`src/rtl/lsu_mmreg_target.sv`:
```
// Memory-mapped 64-bit register window answering LSU loads/stores with tagged responses.
// Optional macro RV_MMREG_BYTE_WRITE_EN enables byte-masked stores; otherwise stores must be full dword.
module lsu_mmreg_target #(
    parameter int          NUM_REGS  = 16,
    parameter logic [63:0] BASE_ADDR = 64'h0000_0000_F00C_0000
) (
    input  logic                     clk,
    input  logic                     rst_l,
    input  logic                     req_valid,
    output logic                     req_ready,
    input  logic                     req_write,
    input  logic [63:0]              req_addr,
    input  logic [63:0]              req_wdata,
    input  logic [7:0]               req_bytemask,
    input  logic [2:0]               req_tag,
    output logic                     rsp_valid,
    input  logic                     rsp_ready,
    output logic [63:0]              rsp_rdata,
    output logic                     rsp_error,
    output logic [2:0]               rsp_tag,
    output logic [NUM_REGS*64-1:0]   reg_q
);

    localparam int          IDX_W     = $clog2(NUM_REGS);
    localparam logic [63:0] WIN_BYTES = 64'(NUM_REGS) * 64'd8;

    logic        s1_valid;
    logic        s1_write;
    logic [63:0] s1_addr;
    logic [63:0] s1_wdata;
    logic [7:0]  s1_bytemask;
    logic [2:0]  s1_tag;

    logic [63:0] regs [NUM_REGS];

    logic [63:0]      offset;
    logic             in_range;
    logic             misaligned;
    logic             wmask_error;
    logic             s1_error;
    logic [IDX_W-1:0] idx;
    logic [63:0]      rd_word;
    logic [63:0]      bit_mask;
    logic [63:0]      wr_word;
    logic             do_write;
    logic             accept;

    // Response entry layout: {rdata, error, tag}; entry 0 is the head.
    logic [67:0] fifo_q [3];
    logic [67:0] fifo_d [3];
    logic [1:0]  fifo_count;
    logic [1:0]  count_d;
    logic        pop;
    logic [67:0] push_entry;

    assign req_ready = rst_l & (({1'b0, fifo_count} + {2'b00, s1_valid}) < 3'd3);
    assign accept    = req_valid & req_ready;

    always_ff @(posedge clk) begin
        if (!rst_l) begin
            s1_valid    <= 1'b0;
            s1_write    <= 1'b0;
            s1_addr     <= '0;
            s1_wdata    <= '0;
            s1_bytemask <= '0;
            s1_tag      <= '0;
        end else begin
            s1_valid <= accept;
            if (accept) begin
                s1_write    <= req_write;
                s1_addr     <= req_addr;
                s1_wdata    <= req_wdata;
                s1_bytemask <= req_bytemask;
                s1_tag      <= req_tag;
            end
        end
    end

    always_comb begin
        offset     = s1_addr - BASE_ADDR;
        in_range   = (s1_addr >= BASE_ADDR) && (offset < WIN_BYTES);
        misaligned = |s1_addr[2:0];
        idx        = offset[IDX_W+2:3];
        rd_word    = in_range ? regs[idx] : 64'd0;
        for (int b = 0; b < 8; b++) begin
            bit_mask[8*b +: 8] = {8{s1_bytemask[b]}};
        end
`ifdef RV_MMREG_BYTE_WRITE_EN
        wmask_error = 1'b0;
        wr_word     = (rd_word & ~bit_mask) | (s1_wdata & bit_mask);
`else
        wmask_error = s1_write & (s1_bytemask != 8'hFF);
        wr_word     = s1_wdata & bit_mask;
`endif
        s1_error   = ~in_range | misaligned | wmask_error;
        do_write   = s1_valid & s1_write & ~s1_error;
        push_entry = {((s1_write | s1_error) ? 64'd0 : rd_word), s1_error, s1_tag};
    end

    // A write sitting in S1 on a reset edge is dropped because reset takes priority.
    always_ff @(posedge clk) begin
        if (!rst_l) begin
            for (int i = 0; i < NUM_REGS; i++) begin
                regs[i] <= '0;
            end
        end else if (do_write) begin
            regs[idx] <= wr_word;
        end
    end

    // Shift-style queue: vacated slots are zeroed so an empty head reads as zero.
    always_comb begin
        pop     = (fifo_count != 2'd0) & rsp_ready;
        fifo_d  = fifo_q;
        count_d = fifo_count;
        if (pop) begin
            fifo_d[0] = fifo_q[1];
            fifo_d[1] = fifo_q[2];
            fifo_d[2] = '0;
            count_d   = fifo_count - 2'd1;
        end
        if (s1_valid) begin
            fifo_d[count_d] = push_entry;
            count_d         = count_d + 2'd1;
        end
    end

    always_ff @(posedge clk) begin
        if (!rst_l) begin
            fifo_count <= '0;
            for (int i = 0; i < 3; i++) begin
                fifo_q[i] <= '0;
            end
        end else begin
            fifo_count <= count_d;
            fifo_q     <= fifo_d;
        end
    end

    assign rsp_valid = (fifo_count != 2'd0);
    assign rsp_rdata = fifo_q[0][67:4];
    assign rsp_error = fifo_q[0][3];
    assign rsp_tag   = fifo_q[0][2:0];

    always_comb begin
        for (int i = 0; i < NUM_REGS; i++) begin
            reg_q[i*64 +: 64] = regs[i];
        end
    end

endmodule

```
`config.mk`:
```
export PLATFORM = sky130hd
export DESIGN_NAME = lsu_mmreg_target
export DESIGN_NICKNAME = d
export VERILOG_FILES = /design/src/rtl/lsu_mmreg_target.sv
export SDC_FILE = /design/constraint.sdc
export NUM_CORES = 2
export LEC_CHECK = 0
export CORE_ASPECT_RATIO = 0.6
export CORE_MARGIN = 10
export CORE_UTILIZATION = 32
export CTS_CLUSTER_DIAMETER = 150
export DETAILED_ROUTE_END_ITERATION = 7
export GPL_ROUTABILITY_DRIVEN = 0
export SYNTH_ARGS = -nofsm -noshare
export SYNTH_HDL_FRONTEND = slang
export SYNTH_SLANG_ARGS = --single-unit
```
`constraint.sdc`:
```
create_clock -name clk -period 12 [get_ports clk]
set_input_delay 1.8 -clock clk [delete_from_list [all_inputs] [get_ports clk]]
set_output_delay 1.8 -clock clk [all_outputs]
set_load 0.03 [all_outputs]
```
==> implementation parameters <==
Parameter                              Value

Status
  Status ... finished, violations left
  Violations in the final reports ... max-slew violations

Logic synthesis
  Synth top area share ... 48.9%
  Share of flip-flops with an asynchronous set or reset ... 0%
  Adder-cell area share of the yosys netlist ... 0.119%
  Combinational family with the most area after synthesis ... simple AND/OR/NAND/NOR gates
  EDFF count, synth ... 1024
  Post-synthesis net count ... 5232
  Most used flip-flop cell after synthesis ... sky130_fd_sc_hd__edfxtp_1
  Synthesized flop and latch total ... 1371
  Most used standard cells in the synthesized netlist ... sky130_fd_sc_hd__nand2_1 (1147), sky130_fd_sc_hd__edfxtp_1 (1024), sky130_fd_sc_hd__nor4_1 (697)
  Post-Synthesis Cells ... 5082
  Mux contribution to synthesized area ... 11.5%
  Post-synthesis cell area ... 0.0629 mm2
  Cell with the most instances after synthesis ... sky130_fd_sc_hd__nand2_1
  Main area contributors after synthesis ... sky130_fd_sc_hd__edfxtp_1 (49%), sky130_fd_sc_hd__mux4_2 (11%), sky130_fd_sc_hd__dfxtp_1 (11%)
  Number of distinct library cell variants in the gate-level netlist after synthesis ... 60
  Share of synthesized area occupied by flip-flops and latches ... 59.9%
  Simple logic cell fraction of the synthesized area ... 18.9%
  Post-synthesis compound-gate area fraction ... 4.24%
  Synthesized-area fraction occupied by xor and xnor cells ... 0.0557%
  Number of warnings issued by yosys ... 0
  Cell type with the highest aggregate area in the netlist ... sky130_fd_sc_hd__edfxtp_1
  Avg Cell Area, Syn ... 12.4 um2

Timing
  Worst clock skew ... 0.0360 ns
  Relative slew slack ... -6.45%
  Minimum clock period ... 6.99 ns
  Share of the cycle needed by the critical path after routing ... 58.2%
  Final Slew Violations ... 82
  Max Fclk ... 143 MHz
  Slew at the pin closest to its max-slew limit ... 1.60 ns
  Number of endpoints with negative hold slack in the final report ... 0
  Final setup TNS ... 0 ns
  Unrepaired setup endpoints after global routing ... no
  Number of setup violations in the final report ... 0

Clocking
  Clock Latency Late Sink ... 0.80 ns
  Number of gates resized after CTS ... 0
  CTS clock-pin slew for the worst setup and hold paths ... 0.06 ns
  Clock tree from TritonCTS ... yes
  Number of sinks handled by clock tree synthesis ... 1371
  Max Buffers Root-to-Sink ... 4
  Number of hold buffers added after CTS ... 0
  Number of clock buffers inserted by TritonCTS ... 147
  H-tree depth ... 4
  Master cell of the clock root buffer ... sky130_fd_sc_hd__clkbuf_16
  Setup Buffers After CTS ... 0

Worst setup path
  Sort of element at the end of the critical path ... register
  Dominant cell type by count on the critical path ... sky130_fd_sc_hd__buf_4
  Worst Path Required ... 12.47 ns
  Category of the worst setup path launch point ... register
  Arrival time reported for the critical path endpoint ... 7.46 ns
  Cell chain of the critical path ... nor3_1 -> a31oi_1 -> and2_1 -> o311ai_0 -> nor4b_2 -> nand4_1 -> buf_4 -> buf_4 -> buf_12 -> buf_4 -> nor4_1
  Critical Path Fanout Max ... 167
  Max stage delay on crit path ... 1.00 ns
  Start-to-end type of the worst setup path ... reg2reg
  Crit path max-delay cell type ... sky130_fd_sc_hd__buf_4

Placement
  Port Buffers ... 1237
  Post-DP HPWL ... 220 mm

Die
  I/O pin count ... 1238
  Horizontal extent of the die ... 592 um
  Number of cell rows ... 125
  Starting density of the core ... 32.4%
  Die height ... 363 um
  CORE AREA ... 0.194 mm2
  Die area ... 0.215 mm2

Drt
  Routed met1 length ... 122 mm
  Antenna Violating Nets Remaining ... 0
  Initial DRC count ... 7472
  Met2 routed WL ... 133 mm
  Routed via count ... 51900
  Total routed wirelength ... 313 mm
  DR vias/cell ... 6.02
  Top routing layer in use ... met5
  Met3 routed WL ... 41.8 mm
  Total iterations of the first detailed-routing run ... 5
  DRC ... 0
  Average wire per standard cell ... 36.2 um

Power and ir drop
  Post-layout power ... 12000 uW
  Worst voltage drop across the vdd grid ... 0.108 mV
  Pwr Density ... 148 mW/mm2
  Leakage ... 0.0251 uW

Global route
  Global-route wire length before repair ... 423 mm
  GRT Total Usage ... 27.5%
  Number of global-route vias before repair ... 48700
  Maximum number of pins on one net before global-route repair ... 168
  Initial antenna violation count ... 25
  Residual overflow from global routing ... 0

Cells and area
  Filler cell count in the final layout ... 18100
  Share of post-route cells with drive strength above 1 ... 13.6%
  Final Net Count ... 6037
  Synthesis-to-finish area growth ... 29.0%

Run
  Number of max-capacitance violations reported ... 0

Min path
  Hold WC Path Type ... reg2reg
-- logic make-up (layout without fill, tap and decap cells) --
group | count (synthesis) | in the layout
and+or+nand+nor | 2283 | 2283
DFF | 1371 | 1371
buffers and inverters | 694 | 1608
AOI/OAI and AO/OA | 401 | 401
muxes | 323 | 323
adders and majority gates | 6 | 6
xor gates and xnor gates | 4 | 4
other | 0 | 23
-- where the power goes --
group          internal [uW]  switching (uW)
Combinational            577            1510
Clock                   2510            1980
Sequential              5250             169
-- stage by stage --
stage	utilization [%]	area, um2	instances	setup slack [ns]	hold slack, ns
5_1_grt	41.7	81100	8610	4.78	0.468
3_5_place_dp	39.4	76600	8341	5.30	0.439
6_report	41.7	81200	8622	5.01	0.451
3_3_place_gp	39.4	76600	8341	5.30	0.432
2_1_floorplan	-	62900	5082	3.56	0.425
4_1_cts	41.7	81100	8599	5.43	0.453
-- critical path: cells and delay by family (launching register included) --
kind	cells	cell delay, ns
AOI/OAI and AO/OA	2	1.10
and+or+nand+nor	5	1.49
buffers and inverters	4	2.87
DFF	1	0.32
-- registers in the layout, indices dropped and copies added, names as in the netlist --
| name | count |
|---|---|
| s1_valid | 1 |
| s1_bytemask | 8 |
| rsp_tag | 3 |
| regs | 1024 |
| s1_write | 1 |
| s1_wdata | 64 |
| fifo_count | 2 |
| s1_addr | 64 |
| rsp_error | 1 |
| rsp_rdata | 64 |
| fifo_q | 136 |
| s1_tag | 3 |
-- final cells by class --
| cell class | count | area [um2] | area share (%) |
|---|---|---|---|
| flip-flops and latches | 1371 | 37700 | 46.5 |
| multi-input cells | 3017 | 22300 | 27.5 |
| repair buffers | 1341 | 13300 | 16.4 |
| clock buffers | 208 | 4130 | 5.09 |
| well taps | 2603 | 3260 | 4.01 |
| clock inverters | 50 | 403 | 0.496 |
| diodes | 23 | 57.6 | 0.0709 |
| inverters | 9 | 43.8 | 0.0540 |
-- worst paths after layout --
path	startpoint	to	slack [ns]	depth (start not counted)
setup / recovery	s1_addr[20]$_SDFFE_PN0P_	regs[10][28]$_SDFFCE_PN0P_	5.01	11
hold / removal	fifo_q[9]$_SDFF_PN0_	fifo_q[9]$_SDFF_PN0_	0.45	2
setup reg to reg	s1_addr[20]$_SDFFE_PN0P_	regs[10][28]$_SDFFCE_PN0P_	5.01	11
hold reg to reg	fifo_q[9]$_SDFF_PN0_	fifo_q[9]$_SDFF_PN0_	0.45	2
-- layout by cell type (no fill, tap or decap), types with 3 or more instances in the layout --
master / count
sky130_fd_sc_hd__clkdlybuf4s50_1: 1236
sky130_fd_sc_hd__nand2_1: 1141
sky130_fd_sc_hd__edfxtp_1: 1024
sky130_fd_sc_hd__nor4_1: 697
sky130_fd_sc_hd__dfxtp_1: 343
sky130_fd_sc_hd__mux4_2: 320
sky130_fd_sc_hd__o31ai_1: 196
sky130_fd_sc_hd__nor2_1: 154
sky130_fd_sc_hd__clkbuf_16: 151
sky130_fd_sc_hd__nor4_2: 148
sky130_fd_sc_hd__a21oi_1: 147
sky130_fd_sc_hd__buf_4: 95
sky130_fd_sc_hd__nor3_1: 71
sky130_fd_sc_hd__clkbuf_1: 42
sky130_fd_sc_hd__diode_2: 23
sky130_fd_sc_hd__clkinv_1: 21
sky130_fd_sc_hd__nand4_1: 14
sky130_fd_sc_hd__clkbuf_8: 14
sky130_fd_sc_hd__o31ai_4: 13
sky130_fd_sc_hd__clkinv_2: 13
sky130_fd_sc_hd__buf_12: 9
sky130_fd_sc_hd__inv_1: 7
sky130_fd_sc_hd__nand3_1: 7
sky130_fd_sc_hd__a311oi_1: 7
sky130_fd_sc_hd__inv_6: 7
sky130_fd_sc_hd__nand2_4: 6
sky130_fd_sc_hd__ha_1: 6
sky130_fd_sc_hd__nand2b_4: 5
sky130_fd_sc_hd__nand2b_1: 5
sky130_fd_sc_hd__bufinv_16: 5
sky130_fd_sc_hd__o21ai_0: 4
sky130_fd_sc_hd__o41ai_1: 4
sky130_fd_sc_hd__o31a_1: 4
sky130_fd_sc_hd__dfxtp_4: 4
sky130_fd_sc_hd__xnor2_1: 3
sky130_fd_sc_hd__a31oi_1: 3
sky130_fd_sc_hd__or3_1: 3
sky130_fd_sc_hd__a211oi_1: 3
sky130_fd_sc_hd__a22oi_1: 3
-- routing by layer --
| metal | vias to the layer above | global-route usage (%) |
|---|---|---|
| met5 | - | 0 |
| li1 | 21000 | - |
| met2 | 3632 | 39.7 |
| met3 | 545 | 10.7 |
| met1 | 26700 | 36.7 |
| met4 | 4 | 11.7 |
No activity file was read; power rests on OpenSTA's default activity.
